## src/rtl/i2cmb_cmd_pkg.sv

```systemverilog
// Shared types for the I2CMB Wishbone command engine: register map, command
// and status codes, CMDR layout and the FSM state encoding.
package i2cmb_cmd_pkg;

   localparam logic [1:0] ADDR_CSR  = 2'd0;
   localparam logic [1:0] ADDR_DPR  = 2'd1;
   localparam logic [1:0] ADDR_CMDR = 2'd2;
   localparam logic [1:0] ADDR_FSMR = 2'd3;

   typedef enum logic [2:0] {
      CMD_WAIT     = 3'd0,
      CMD_WRITE    = 3'd1,
      CMD_READ_ACK = 3'd2,
      CMD_READ_NAK = 3'd3,
      CMD_START    = 3'd4,
      CMD_STOP     = 3'd5,
      CMD_SET_BUS  = 3'd6
   } cmd_e;

   typedef enum logic [2:0] {
      STS_OK        = 3'd0,
      STS_NAK       = 3'd1,
      STS_ARB_LOST  = 3'd2,
      STS_ERR       = 3'd3,
      STS_TIMEOUT   = 3'd4,
      STS_RSVD_VIOL = 3'd5
   } status_e;

   typedef struct packed {
      logic       don;
      logic       nak;
      logic       al;
      logic       err;
      logic       r;
      logic [2:0] cmd;
   } cmdr_fields_t;

   typedef union packed {
      logic [7:0]   raw;
      cmdr_fields_t f;
   } cmdr_u;

   // INIT_CSR must stay at 0 so the exposed state resets to zero.
   typedef enum logic [3:0] {
      S_INIT_CSR = 4'd0,
      S_IDLE     = 4'd1,
      S_WR_DPR   = 4'd2,
      S_WR_CMDR  = 4'd3,
      S_WAIT_IRQ = 4'd4,
      S_RD_CMDR  = 4'd5,
      S_RD_DPR   = 4'd6,
      S_RESP     = 4'd7
   } state_e;

   function automatic logic op_defined(logic [2:0] op);
      return op != 3'd7;
   endfunction

   function automatic logic op_uses_dpr(logic [2:0] op);
      return (op == CMD_WRITE) || (op == CMD_SET_BUS) || (op == CMD_WAIT);
   endfunction

   function automatic logic op_is_read(logic [2:0] op);
      return (op == CMD_READ_ACK) || (op == CMD_READ_NAK);
   endfunction

   // Reserved-bit violation outranks every other flag; no flag at all is an error.
   function automatic status_e cmdr_status(cmdr_u c);
      if (c.f.r)        return STS_RSVD_VIOL;
      else if (c.f.err) return STS_ERR;
      else if (c.f.al)  return STS_ARB_LOST;
      else if (c.f.nak) return STS_NAK;
      else if (c.f.don) return STS_OK;
      else              return STS_ERR;
   endfunction

endpackage

```

## src/rtl/i2cmb_wb_xfer.sv

```systemverilog
// Single Wishbone transfer sequencer: a start pulse launches one registered
// cycle that is held until ack_i, then dropped on the following edge.
module i2cmb_wb_xfer #(
   parameter int AW = 2,
   parameter int DW = 8
) (
   input  logic          clk_i,
   input  logic          rst_i,
   input  logic          start_i,
   input  logic          we_i,
   input  logic [AW-1:0] adr_i,
   input  logic [DW-1:0] wdat_i,
   output logic          done_o,
   output logic [DW-1:0] rdata_o,
   output logic          cyc_o,
   output logic          stb_o,
   output logic          we_o,
   output logic [AW-1:0] adr_o,
   output logic [DW-1:0] dat_o,
   input  logic [DW-1:0] dat_i,
   input  logic          ack_i
);

   logic          cyc_q, cyc_d;
   logic          we_q, we_d;
   logic [AW-1:0] adr_q, adr_d;
   logic [DW-1:0] dat_q, dat_d;

   // start_i is ignored while a cycle is open, so a requester may hold it.
   always_comb begin
      cyc_d = cyc_q;
      we_d  = we_q;
      adr_d = adr_q;
      dat_d = dat_q;
      if (cyc_q) begin
         if (ack_i) cyc_d = 1'b0;
      end else if (start_i) begin
         cyc_d = 1'b1;
         we_d  = we_i;
         adr_d = adr_i;
         dat_d = wdat_i;
      end
   end

   always_ff @(posedge clk_i) begin
      if (rst_i) begin
         cyc_q <= 1'b0;
         we_q  <= 1'b0;
         adr_q <= '0;
         dat_q <= '0;
      end else begin
         cyc_q <= cyc_d;
         we_q  <= we_d;
         adr_q <= adr_d;
         dat_q <= dat_d;
      end
   end

   assign cyc_o   = cyc_q;
   assign stb_o   = cyc_q;
   assign we_o    = we_q;
   assign adr_o   = adr_q;
   assign dat_o   = dat_q;
   assign done_o  = cyc_q & ack_i;
   assign rdata_o = dat_i;

endmodule

```

## src/rtl/i2cmb_wb_cmd_engine.sv

```systemverilog
// Wishbone master front-end for I2CMB: turns byte-level I2C requests into
// CSR/DPR/CMDR transfers, waits for irq_i, and returns a status/data response.
module i2cmb_wb_cmd_engine
   import i2cmb_cmd_pkg::*;
#(
   parameter int         WB_ADDR_WIDTH  = 2,
   parameter int         WB_DATA_WIDTH  = 8,
   parameter int         TIMEOUT_CYCLES = 65535,
   parameter logic [7:0] CSR_INIT       = 8'hC0
) (
   input  logic                     clk_i,
   input  logic                     rst_i,
   input  logic                     req_valid_i,
   output logic                     req_ready_o,
   input  logic [2:0]               req_op_i,
   input  logic [7:0]               req_data_i,
   output logic                     rsp_valid_o,
   input  logic                     rsp_ready_i,
   output logic [2:0]               rsp_status_o,
   output logic [7:0]               rsp_data_o,
   output logic                     cyc_o,
   output logic                     stb_o,
   output logic                     we_o,
   output logic [WB_ADDR_WIDTH-1:0] adr_o,
   output logic [WB_DATA_WIDTH-1:0] dat_o,
   input  logic [WB_DATA_WIDTH-1:0] dat_i,
   input  logic                     ack_i,
   input  logic                     irq_i,
   output logic [3:0]               dbg_state_o
);

   localparam int CNT_W = (TIMEOUT_CYCLES > 1) ? $clog2(TIMEOUT_CYCLES) : 1;

   // Request and response ports are valid/ready: a beat transfers on a clock
   // edge where both are high; valid holds its payload until that edge.
   state_e                   state_q, state_d;
   logic [2:0]               op_q, op_d;
   logic [7:0]               data_q, data_d;
   logic [CNT_W-1:0]         cnt_q, cnt_d;
   logic                     rsp_valid_q, rsp_valid_d;
   logic [2:0]               rsp_status_q, rsp_status_d;
   logic [7:0]               rsp_data_q, rsp_data_d;
   logic                     req_ready_q, req_ready_d;

   logic                     xfer_start, xfer_we, xfer_done;
   logic [WB_ADDR_WIDTH-1:0] xfer_adr;
   logic [WB_DATA_WIDTH-1:0] xfer_wdat, xfer_rdata;
   cmdr_u                    rd_cmdr;
   logic                     timeout;

   assign rd_cmdr = cmdr_u'(xfer_rdata[7:0]);
   assign timeout = (cnt_q == CNT_W'(TIMEOUT_CYCLES - 1));

   always_ff @(posedge clk_i) begin
      if (rst_i) begin
         state_q      <= S_INIT_CSR;
         op_q         <= '0;
         data_q       <= '0;
         cnt_q        <= '0;
         rsp_valid_q  <= 1'b0;
         rsp_status_q <= '0;
         rsp_data_q   <= '0;
         req_ready_q  <= 1'b0;
      end else begin
         state_q      <= state_d;
         op_q         <= op_d;
         data_q       <= data_d;
         cnt_q        <= cnt_d;
         rsp_valid_q  <= rsp_valid_d;
         rsp_status_q <= rsp_status_d;
         rsp_data_q   <= rsp_data_d;
         req_ready_q  <= req_ready_d;
      end
   end

   always_comb begin
      state_d = state_q;
      case (state_q)
         S_INIT_CSR: if (xfer_done) state_d = S_IDLE;
         S_IDLE: begin
            if (req_valid_i) begin
               if (!op_defined(req_op_i))     state_d = S_RESP;
               else if (op_uses_dpr(req_op_i)) state_d = S_WR_DPR;
               else                            state_d = S_WR_CMDR;
            end
         end
         S_WR_DPR:   if (xfer_done) state_d = S_WR_CMDR;
         S_WR_CMDR:  if (xfer_done) state_d = S_WAIT_IRQ;
         // irq_i is checked first so it wins over a same-cycle timeout.
         S_WAIT_IRQ: begin
            if (irq_i)        state_d = S_RD_CMDR;
            else if (timeout) state_d = S_RESP;
         end
         S_RD_CMDR: begin
            if (xfer_done) begin
               if (rd_cmdr.f.don && op_is_read(op_q)) state_d = S_RD_DPR;
               else                                  state_d = S_RESP;
            end
         end
         S_RD_DPR:   if (xfer_done) state_d = S_RESP;
         S_RESP:     if (rsp_valid_q && rsp_ready_i) state_d = S_IDLE;
         default:    state_d = S_INIT_CSR;
      endcase
   end

   always_comb begin
      xfer_start   = 1'b0;
      xfer_we      = 1'b0;
      xfer_adr     = WB_ADDR_WIDTH'(ADDR_CSR);
      xfer_wdat    = '0;
      op_d         = op_q;
      data_d       = data_q;
      cnt_d        = cnt_q;
      rsp_valid_d  = rsp_valid_q;
      rsp_status_d = rsp_status_q;
      rsp_data_d   = rsp_data_q;
      req_ready_d  = (state_d == S_IDLE);
      case (state_q)
         S_INIT_CSR: begin
            xfer_start = 1'b1;
            xfer_we    = 1'b1;
            xfer_wdat  = WB_DATA_WIDTH'(CSR_INIT);
         end
         S_IDLE: begin
            if (req_valid_i) begin
               op_d         = req_op_i;
               data_d       = req_data_i;
               rsp_data_d   = 8'h00;
               rsp_status_d = STS_OK;
               if (!op_defined(req_op_i)) begin
                  rsp_status_d = STS_ERR;
                  rsp_valid_d  = 1'b1;
               end
            end
         end
         S_WR_DPR: begin
            xfer_start = 1'b1;
            xfer_we    = 1'b1;
            xfer_adr   = WB_ADDR_WIDTH'(ADDR_DPR);
            xfer_wdat  = WB_DATA_WIDTH'(data_q);
         end
         S_WR_CMDR: begin
            xfer_start = 1'b1;
            xfer_we    = 1'b1;
            xfer_adr   = WB_ADDR_WIDTH'(ADDR_CMDR);
            xfer_wdat  = WB_DATA_WIDTH'(op_q);
            cnt_d      = '0;
         end
         S_WAIT_IRQ: begin
            if (cnt_q != '1) cnt_d = cnt_q + 1'b1;
            if (!irq_i && timeout) begin
               rsp_status_d = STS_TIMEOUT;
               rsp_valid_d  = 1'b1;
            end
         end
         S_RD_CMDR: begin
            xfer_start = 1'b1;
            xfer_adr   = WB_ADDR_WIDTH'(ADDR_CMDR);
            if (xfer_done) begin
               rsp_status_d = cmdr_status(rd_cmdr);
               if (!(rd_cmdr.f.don && op_is_read(op_q))) rsp_valid_d = 1'b1;
            end
         end
         S_RD_DPR: begin
            xfer_start = 1'b1;
            xfer_adr   = WB_ADDR_WIDTH'(ADDR_DPR);
            if (xfer_done) begin
               rsp_data_d  = xfer_rdata[7:0];
               rsp_valid_d = 1'b1;
            end
         end
         S_RESP: if (rsp_ready_i) rsp_valid_d = 1'b0;
         default: ;
      endcase
   end

   i2cmb_wb_xfer #(
      .AW(WB_ADDR_WIDTH),
      .DW(WB_DATA_WIDTH)
   ) u_xfer (
      .clk_i  (clk_i),
      .rst_i  (rst_i),
      .start_i(xfer_start),
      .we_i   (xfer_we),
      .adr_i  (xfer_adr),
      .wdat_i (xfer_wdat),
      .done_o (xfer_done),
      .rdata_o(xfer_rdata),
      .cyc_o  (cyc_o),
      .stb_o  (stb_o),
      .we_o   (we_o),
      .adr_o  (adr_o),
      .dat_o  (dat_o),
      .dat_i  (dat_i),
      .ack_i  (ack_i)
   );

   assign req_ready_o  = req_ready_q;
   assign rsp_valid_o  = rsp_valid_q;
   assign rsp_status_o = rsp_status_q;
   assign rsp_data_o   = rsp_data_q;
   assign dbg_state_o  = state_q;

endmodule
```

## config.mk

```make
export PLATFORM = sky130hd
export DESIGN_NAME = i2cmb_wb_cmd_engine
export DESIGN_NICKNAME = d
export VERILOG_FILES = /design/src/rtl/i2cmb_cmd_pkg.sv /design/src/rtl/i2cmb_wb_xfer.sv /design/src/rtl/i2cmb_wb_cmd_engine.sv
export SDC_FILE = /design/constraint.sdc
export NUM_CORES = 1
export LEC_CHECK = 0
export CAP_MARGIN = 5
export CELL_PAD_IN_SITES_DETAIL_PLACEMENT = 0
export CELL_PAD_IN_SITES_GLOBAL_PLACEMENT = 2
export CORE_ASPECT_RATIO = 0.9
export CORE_MARGIN = 2
export CORE_UTILIZATION = 25
export DETAILED_ROUTE_END_ITERATION = 10
export GPL_ROUTABILITY_DRIVEN = 0
export HOLD_SLACK_MARGIN = 0.08
export MAX_ROUTING_LAYER = met4
export PLACE_DENSITY_LB_ADDON = 0.1
export SETUP_SLACK_MARGIN = 0.3
export SYNTH_ARGS = -nofsm -noshare
export SYNTH_HDL_FRONTEND = slang
export SYNTH_SLANG_ARGS = --single-unit
export TNS_END_PERCENT = 50
```

## constraint.sdc

```tcl
create_clock -name clk_i -period 4.8 [get_ports clk_i]
set_clock_uncertainty 0.15 [all_clocks]
set_input_delay 0.96 -clock clk_i [delete_from_list [all_inputs] [get_ports clk_i]]
set_output_delay 0.96 -clock clk_i [all_outputs]
set_load 0.01 [all_outputs]
```

==> out/metrics.yaml, run 1 <==
startpoint_type: "input port"
cts.sinks: 56
io_buffers: 54
yosysWarnings: 0
die_area_um2: 12250
cts_hold_buf: 0
synthTopCellsByArea: "dfxtp_1 39%, mux2i_1 6.0%, nor2_1 5.8%"
final_area_um2: 3650
die_h_um: 105.2
cp-end-kind: "register"
finalMaxSlewViolations: 0
nets: 411
seqCellArea_um2: 1121
firstDrtPassIters: 4
core-area_um2: 10950
synth_most_common_cell: "dfxtp_1"
p_leak_nw: 1.284
initial_core_util_pct: 25.98
hold_path_class: "register to register"
cpMostUsedCell: "nand3_1"
dieWidth_um: 116.4
status: "complete, no violations"
grt_overflow: 0
syn-instance-count: 337
crit_family: "simple AND/OR/NAND/NOR gates"
critical_path_class: "input port to register"
powerDensity_nw_per_um2: 245.2
crit_start: "req_valid_i"
setup_violations: 0
maxCapViolations: 0
slowest_stage: "nand3_1"
fin_crit_sh_pct: 62.06
rsz0062_at_grt: "no"
grt_pass1_wl_mm: 12.88
reg2regPathDepth: 6
synthArstFlopShare_pct: 0
synth_edf_count: 0
multi_input_area_um2: 1585
cts_tree: "yes"
hold_depth: 2
synth_common_cells: "56 x dfxtp_1, 44 x nor2_1, 33 x nand2_1"
cts-root-buf: "clkbuf_16"
setup_tns_ns: 0
vias: 2502
cts_max_path_buffers: 2
yosys.cell_types.count: 62
nFillCells: 1160
cp.arrival_ns: 3.05
via_per_inst: 4.668
synth-seq-cells: 56
reg2reg_slack_ns: 2.15
track_usage_pct: 13.67
ys_dominant_reg_cell: "dfxtp_1"
hp-start: "rsp_data_o[0]$_SDFFE_PP0P_"
route.detailed.drc: 0
netlist_area_um2: 2844
yosys.area.top_type_share_pct: 39.42
r2r-start: "dbg_state_o[1]$_SDFF_PP0_"
cts_buffers: 5
ys_seq_area_share_pct: 39.42
drt_iter0_markers: 169
place_area_um2: 3516
rows: 36
cpPeakStageDelay_ns: 0.70
syn_nets: 364
clk_latency_ns: 0.29
synth_top_area_cell: "dfxtp_1"
antenna_found_initial: 0
grt_pass1_vias: 2367
ir_drop_uv: 95.27
relSlewSlack_pct: 37.37
critical_path.max_fanout: 14
post_cts_resized: 0
grt_start_max_net_pins: 41
power_mw: 0.8948
wire_per_inst_um: 14.65
drive_above_1_share_pct: 7.292
fmax_mhz: 335.7
postCtsSetupBuffers: 0
postRouteAntennaNets: 0
tightestPinTransition_ns: 0.9368
antenna_cells: 0
clkTransAtPathRegs_ns: 0.07
fin_crit_ns: 2.979
htreeDepth: 2
io-pin-count: 55
wirelength_mm: 7.852
place_hpwl_mm: 5.632
crit_required_ns: 4.87
worst_hold_path.endpoint: "rsp_data_o[0]$_SDFFE_PP0P_"
area_growth_pct: 28.33
cp_num_buf_inv: 1
worstReg2RegEnd: "rsp_data_o[7]$_SDFFE_PP0P_"
hold_viol: 0
postSynthAreaPerCell_um2: 8.439
crit_chain: "clkdlybuf4s50_1, nand3_1, nand2_1, nand3_1, a21oi_1"
-- metal layers --
layer	part of all wire [%]	wire length [um]	global-route usage, %	vias up
li1	-	-	-	1286
met1	54	4271	21.17	1148
met2	40	3107	17.40	60
met3	4.9	383	2.958	8
met4	1.1	89	3.656	0
met5	0	0	-	-
-- per-stage QoR --
step                      hold WS [ns]  worst slack [ns]  cells  utilization, %
final                           0.3014             1.821    536           33.34
after global routing            0.3294             1.660    536           33.34
after CTS                       0.3056             1.836    536           33.34
after detailed placement        0.2943             1.529    529           32.12
after global placement          0.2897             1.564    529           32.12
after floorplan                 0.2976             2.593    337               -
-- worst min-delay path: stages (launching register included) --
cell and delay [ns]:
dfxtp_1 0.31, nand2_1 0.05, a21oi_1 0.05
-- kinds of logic after synthesis --
family | after synthesis | share of synthesized area [%]
and+or+nand+nor | 158 | 29.17
AOI/OAI and AO/OA | 57 | 14.25
DFF | 56 | 39.42
buffers and inverters | 29 | 4.839
muxes | 18 | 6.379
xor gates and xnor gates | 16 | 4.928
adders and majority gates | 2 | 0.8798
other | 1 | 0.1319
-- power by group --
group	leakage, nW	switching, mW	internal [mW]
Sequential	0.452	0.00308	0.468
Combinational	0.765	0.0352	0.0330
Clock	0.0667	0.165	0.191
Total	1.28	0.204	0.691
-- worst max-delay path by stage --
stage	to	slack [ns]	depth (start not counted)
after detailed placement	rsp_data_o[2]$_SDFFE_PP0P_	1.53	5
after floorplan	rsp_status_o[0]$_SDFFE_PP0P_	2.59	5
after CTS	rsp_data_o[2]$_SDFFE_PP0P_	1.84	5
after global routing	rsp_data_o[2]$_SDFFE_PP0P_	1.66	5
after global placement	rsp_data_o[2]$_SDFFE_PP0P_	1.56	5
final	rsp_data_o[7]$_SDFFE_PP0P_	1.82	5
-- registers in the layout, summed over array words and instances, names as in the netlist --
| signal | cells |
|---|---|
| cnt_q | 16 |
| data_q | 8 |
| rsp_data_o | 8 |
| u_xfer.dat_o | 8 |
| dbg_state_o | 4 |
| op_q | 3 |
| rsp_status_o | 3 |
| u_xfer.adr_o | 2 |
| req_ready_o | 1 |
| rsp_valid_o | 1 |
| u_xfer.cyc_o | 1 |
| u_xfer.we_o | 1 |
-- final cells by class --
class | instances | area share (%)
flip-flops and latches | 56 | 30.72
inverters | 9 | 0.9256
clock buffers | 6 | 3.531
multi-input cells | 252 | 43.44
repair buffers | 60 | 16.04
clock inverters | 1 | 0.1371
well taps | 152 | 5.211
-- layout by cell type (no fill, tap or decap), types with 2 or more instances in the layout --
master / n
a2111oi_2: 3
a21oi_1: 22
nand2b_1: 5
a2111oi_0: 2
nand2_1: 33
nor2b_1: 3
a31oi_1: 2
o21ai_0: 6
xor2_1: 3
o31ai_1: 2
buf_4: 6
nand4_1: 4
a211oi_1: 2
nor4_1: 3
nor3b_1: 2
nand3_1: 27
and3_1: 2
clkbuf_16: 5
ha_1: 2
nor2_1: 44
mux2i_1: 17
o21a_1: 2
and4_1: 2
and2_1: 3
xnor2_1: 13
inv_1: 9
a21o_1: 2
dfxtp_1: 56
or3_1: 2
clkdlybuf4s50_1: 54
nor3_1: 15
Note: power is estimated with default switching activity, not from simulation.
==> run 2: changes to the inputs <==
==> constraint.sdc (replaced) <==
create_clock -name clk_i -period 3 [get_ports clk_i]
set_clock_uncertainty 0.15 [all_clocks]
set_input_delay 0.6 -clock clk_i [delete_from_list [all_inputs] [get_ports clk_i]]
set_output_delay 0.6 -clock clk_i [all_outputs]
set_load 0.01 [all_outputs]
==> run 2 against run 1 <==
  * Sequential share of layout area shrank 0.60 points
  * Highest routed layer unchanged
  * Routed wire length is 2.5% higher
  * Critical path type is now register to output port
  * Clock-buffer cell count is 2 higher
  * Die area stayed put
  * Worst hold slack worse by 0.0034 ns
  * Clock power increased by 69%
  * Via count rose by 0.76%
  * Power rose by 64%
  * Largest cell class unchanged
  * Critical path depth shrank 4
  * Sequential cell count is the same
==> out/metrics.yaml, run 2 (synthesized netlist as in run 1, its figures left out) <==
hold_path_class: "register to register"
setup_violations: 0
rows: 36
antenna_found_initial: 0
rsz0062_at_grt: "no"
status: "complete, no violations"
fin_crit_sh_pct: 76.43
layout_commonest_cell: "dfxtp_1"
p_leak_nw: 1.328
startpoint_type: "register"
die_area_um2: 12250
cp-end-kind: "output port"
drt_iter0_markers: 124
critical_path.max_fanout: 11
die_h_um: 105.2
wirelength_mm: 8.051
via_per_inst: 4.626
power_mw: 1.467
place_hpwl_mm: 5.926
post_cts_resized: 0
track_usage_pct: 13.85
cts_tree: "yes"
cts_max_path_buffers: 2
route.detailed.drc: 0
cp_num_buf_inv: 1
maxCapViolations: 0
nFillCells: 1173
crit_family: "buffers and inverters"
area_growth_pct: 30.88
grt_pass1_vias: 2346
io-pin-count: 55
regMostFlops: "cnt_q"
powerDensity_nw_per_um2: 394.1
initial_core_util_pct: 25.98
cts-root-buf: "clkbuf_16"
postCtsSetupBuffers: 0
cts.sinks: 56
core-area_um2: 10950
grt_overflow: 0
critical_path_class: "register to output port"
firstDrtPassIters: 4
finalMaxSlewViolations: 0
hold_viol: 0
vias: 2521
dieWidth_um: 116.4
grt_start_max_net_pins: 32
relSlewSlack_pct: 63.97
ir_drop_uv: 196.6
grt_pass1_wl_mm: 12.79
clk_latency_ns: 0.30
drive_above_1_share_pct: 9.160
cts_hold_buf: 0
postRouteAntennaNets: 0
crit_required_ns: 2.25
io_buffers: 54
cts_buffers: 5
htreeDepth: 2
cp.arrival_ns: 1.54
slowest_stage: "clkdlybuf4s50_1"
fin_crit_ns: 2.293
fmax_mhz: 436.2
nets: 419
crit_chain: "clkdlybuf4s50_1"
setup_tns_ns: 0
antenna_cells: 0
cpPeakStageDelay_ns: 0.64
largest_register_ffs: 16
final_cell_mix: "56 x dfxtp_1, 54 x clkdlybuf4s50_1, 44 x nor2_1, 33 x nand2_1, 27 x nand3_1"
tightestPinTransition_ns: 0.5363
wire_per_inst_um: 14.77
clkTransAtPathRegs_ns: 0.07
-- run 2: cell count changes in the layout (fill, tap and decap cells not counted) --
cell,delta
clkbuf_1,+1
clkbuf_8,+1
clkinv_2,-1
buf_4,+8
-- run 2: per-layer routing --
metal | up-vias | track usage (%) | routed length (um)
met4 | 0 | 3.912 | 99
li1 | 1308 | - | -
met5 | - | - | 0
met1 | 1156 | 21.05 | 4458
met3 | 10 | 2.842 | 348
met2 | 47 | 18.15 | 3144
-- run 2: final timing paths --
check,from,endpoint,slack (ns),depth (start not counted)
setup / recovery,dbg_state_o[0]$_SDFF_PP0_,dbg_state_o[0],0.71,1
hold / removal,rsp_data_o[2]$_SDFFE_PP0P_,rsp_data_o[2]$_SDFFE_PP0P_,0.30,2
setup reg to reg,dbg_state_o[0]$_SDFF_PP0_,cnt_q[12]$_SDFFE_PP0P_,0.73,5
hold reg to reg,rsp_data_o[2]$_SDFFE_PP0P_,rsp_data_o[2]$_SDFFE_PP0P_,0.30,2
-- run 2: stage by stage --
stage | hold slack (ns) | worst slack [ns] | util [%] | std cells | cell area [um^2]
6_report | 0.2980 | 0.7072 | 34.01 | 545 | 3722
5_1_grt | 0.3287 | 0.5039 | 34.01 | 545 | 3722
4_1_cts | 0.3043 | 0.6670 | 34.01 | 545 | 3722
3_5_place_dp | 0.2942 | 0.5604 | 32.67 | 537 | 3576
3_3_place_gp | 0.2875 | 0.5635 | 32.67 | 537 | 3576
2_1_floorplan | 0.2976 | 1.091 | - | 337 | 2844
-- run 2: cell type report --
class / instances / area, um^2 / share of cell area [%]
Timing Repair Buffer: 68 / 645.6 / 17.34
Clock buffer: 8 / 146.4 / 3.933
Inverter: 9 / 33.78 / 0.9076
Sequential cell: 56 / 1121 / 30.12
Multi-Input combinational cell: 252 / 1585 / 42.59
Tap cell: 152 / 190.2 / 5.109
-- run 2: power breakdown --
part	internal, mW	leakage, nW	switching [mW]
registers	0.748	0.452	0.00636
clock network	0.334	0.0712	0.266
logic	0.0569	0.805	0.0551
-- run 2: worst min-delay path: stages (launching register included) --
cell and delay [ns]:
dfxtp_1 0.31, nand2_1 0.05, a21oi_1 0.05
==> RTL edit, RTL diff (settings of run 1) <==
The parameter `WB_ADDR_WIDTH` goes from 2 to 4.
--- a/src/rtl/i2cmb_wb_cmd_engine.sv
+++ b/src/rtl/i2cmb_wb_cmd_engine.sv
@@ -3,7 +3,7 @@
 module i2cmb_wb_cmd_engine
    import i2cmb_cmd_pkg::*;
 #(
-   parameter int         WB_ADDR_WIDTH  = 2,
+   parameter int         WB_ADDR_WIDTH  = 4,
    parameter int         WB_DATA_WIDTH  = 8,
    parameter int         TIMEOUT_CYCLES = 65535,
    parameter logic [7:0] CSR_INIT       = 8'hC0
Ports: changed (resized adr_o); port bits go from 55 to 57. The function was not compared with the original's and may differ.
==> RTL edit against run 1 <==
- area after synthesis increased by 0.62%
- utilization down 1.0 points
- sequential cell count did not move
- count of clock-buffer cells in the layout decreased by 1
- power increased by 4.1%
- maximum frequency rose by 2.4%
- final area is 0.10% higher
- wire length grew 5.5%
- global-route usage is 0.87 points higher
- setup slack improved by 71 ps
- sequential share of layout area about the same
- critical path type unchanged
==> RTL edit: results (changes against run 1) <==
p_int_uw: 700  # +1.2%
regMostFlops: "cnt_q"
port_buffers: 54  # unchanged
critPathMaxStageDelay_ps: 630  # -70 ps
postPlaceCellArea_sq_um: 3500  # -0.43%
first_iter_violations: 119  # -30%
grt_pass1_vias: 2545  # +7.5%
track_usage: 0.145  # +0.00866
dp.cells: 536  # +1.3%
dp_slack_ps: 1560  # +29.1 ps
num_vias: 2568  # +2.6%
muxShareOfSynthArea: 0.0634  # -0.000391
htree_levels: 2  # unchanged
nNetsFinal: 414  # +0.73%
synth_xor_xnor_area_share: 0.0490  # -0.000302
cts_root_buf: "clkbuf_16"
outcome: "completed"
dr.pass1.iters: 4  # unchanged
synthAdderAreaFrac: 0.00875  # -0.0000539
ys_top_cells_by_count: "dfxtp_1, nor2_1, nand2_1, nand3_1, a21oi_1"
cts.clk_slew.worst_paths_ps: 80
routed_wirelength_microns: 8280  # +5.5%
clk-insertion-delay-late_ps: 300
synth-compound-area-share: 0.139  # -0.00393
cp_slowest_cell: "nand3_1"
netlist_instances: 345  # +2.4%
hold_path_class: "reg -> reg"
antenna_cells: 0  # unchanged
viasPerCell: 4.72  # +1.1%
dp_hpwl_microns: 5780  # +2.7%
tightest_slew_ps: 841  # -96.2 ps
ys_top_cells_by_area: "dfxtp_1, nor2_1, mux2i_1"
leakage_nw: 1.27  # -1.1%
ir_drop_uv: 120  # +26%
path_max_fanout: 14  # unchanged
clockBufferDepth: 2  # unchanged
ys_seq_area_frac: 0.392  # -0.00241
synth.distinct_cells: 59  # -4.8%
cp.arrival_ps: 2980  # -70 ps
drive_gt1_frac: 0.0644  # -0.00848
grt_pass1_wl_microns: 13600  # +5.6%
## RTL edit: cell types whose count changed in the layout (fill, tap and decap cells not counted), sizes merged, moves of 2 or more
| cell | before | now |
|---|---|---|
| nor2 | 44 | 46 |
| conb | 1 | 3 |
| nand4 | 5 | 7 |
| nand2 | 33 | 31 |
| nor3 | 16 | 13 |
## RTL edit: power by group through the flow
stage / Clock [mW] / Sequential (mW) / Combinational [mW]
CTS: 0.412 / 0.473 / 0.0680
finish: 0.392 / 0.473 / 0.0669
global route: 0.427 / 0.474 / 0.0730
floorplan: 0 / 0.483 / 0.0291
global placement: 0 / 0.484 / 0.0685
detailed placement: 0 / 0.484 / 0.0678
## RTL edit: layout make-up
| class | instances | area, sq um |
|---|---|---|
| well taps | 156 | 195 |
| multi-input cells | 256 | 1570 |
| fillers | 1245 | 7640 |
| flip-flops and latches | 56 | 1120 |
| clock inverters | 3 | 27.5 |
| repair buffers | 59 | 578 |
| clock buffers | 5 | 125 |
| inverters | 9 | 33.8 |
## RTL edit: worst reg2reg max path, stage by stage, from the launching register on
cell,delay [ps]
dfxtp_1,330
buf_4,300
nor2b_1,350
nand3_1,670
nand2_1,540
nand3_1,120
a21oi_1,160
## RTL edit: path summary, 6_finish.rpt
| check | from | endpoint | slack [ps] | cells after the start |
|---|---|---|---|---|
| worst min-delay path | rsp_status_o[0] | rsp_status_o[0] | 300 | 2 |
| worst max register to register | dbg_state_o[0] | rsp_data_o[6] | 2120 | 6 |
| worst max-delay path | req_valid_i | rsp_data_o[6] | 1890 | 5 |
| worst min register to register | rsp_status_o[0] | rsp_status_o[0] | 300 | 2 |
## RTL edit: layer usage
layer  global-route usage  up-vias  wire length (microns)
li1                     -     1300                      -
met1                0.214     1202                   4350
met5                    -        -                      0
met2                0.198       61                   3430
met3               0.0339        5                    431
met4               0.0378        0                     74
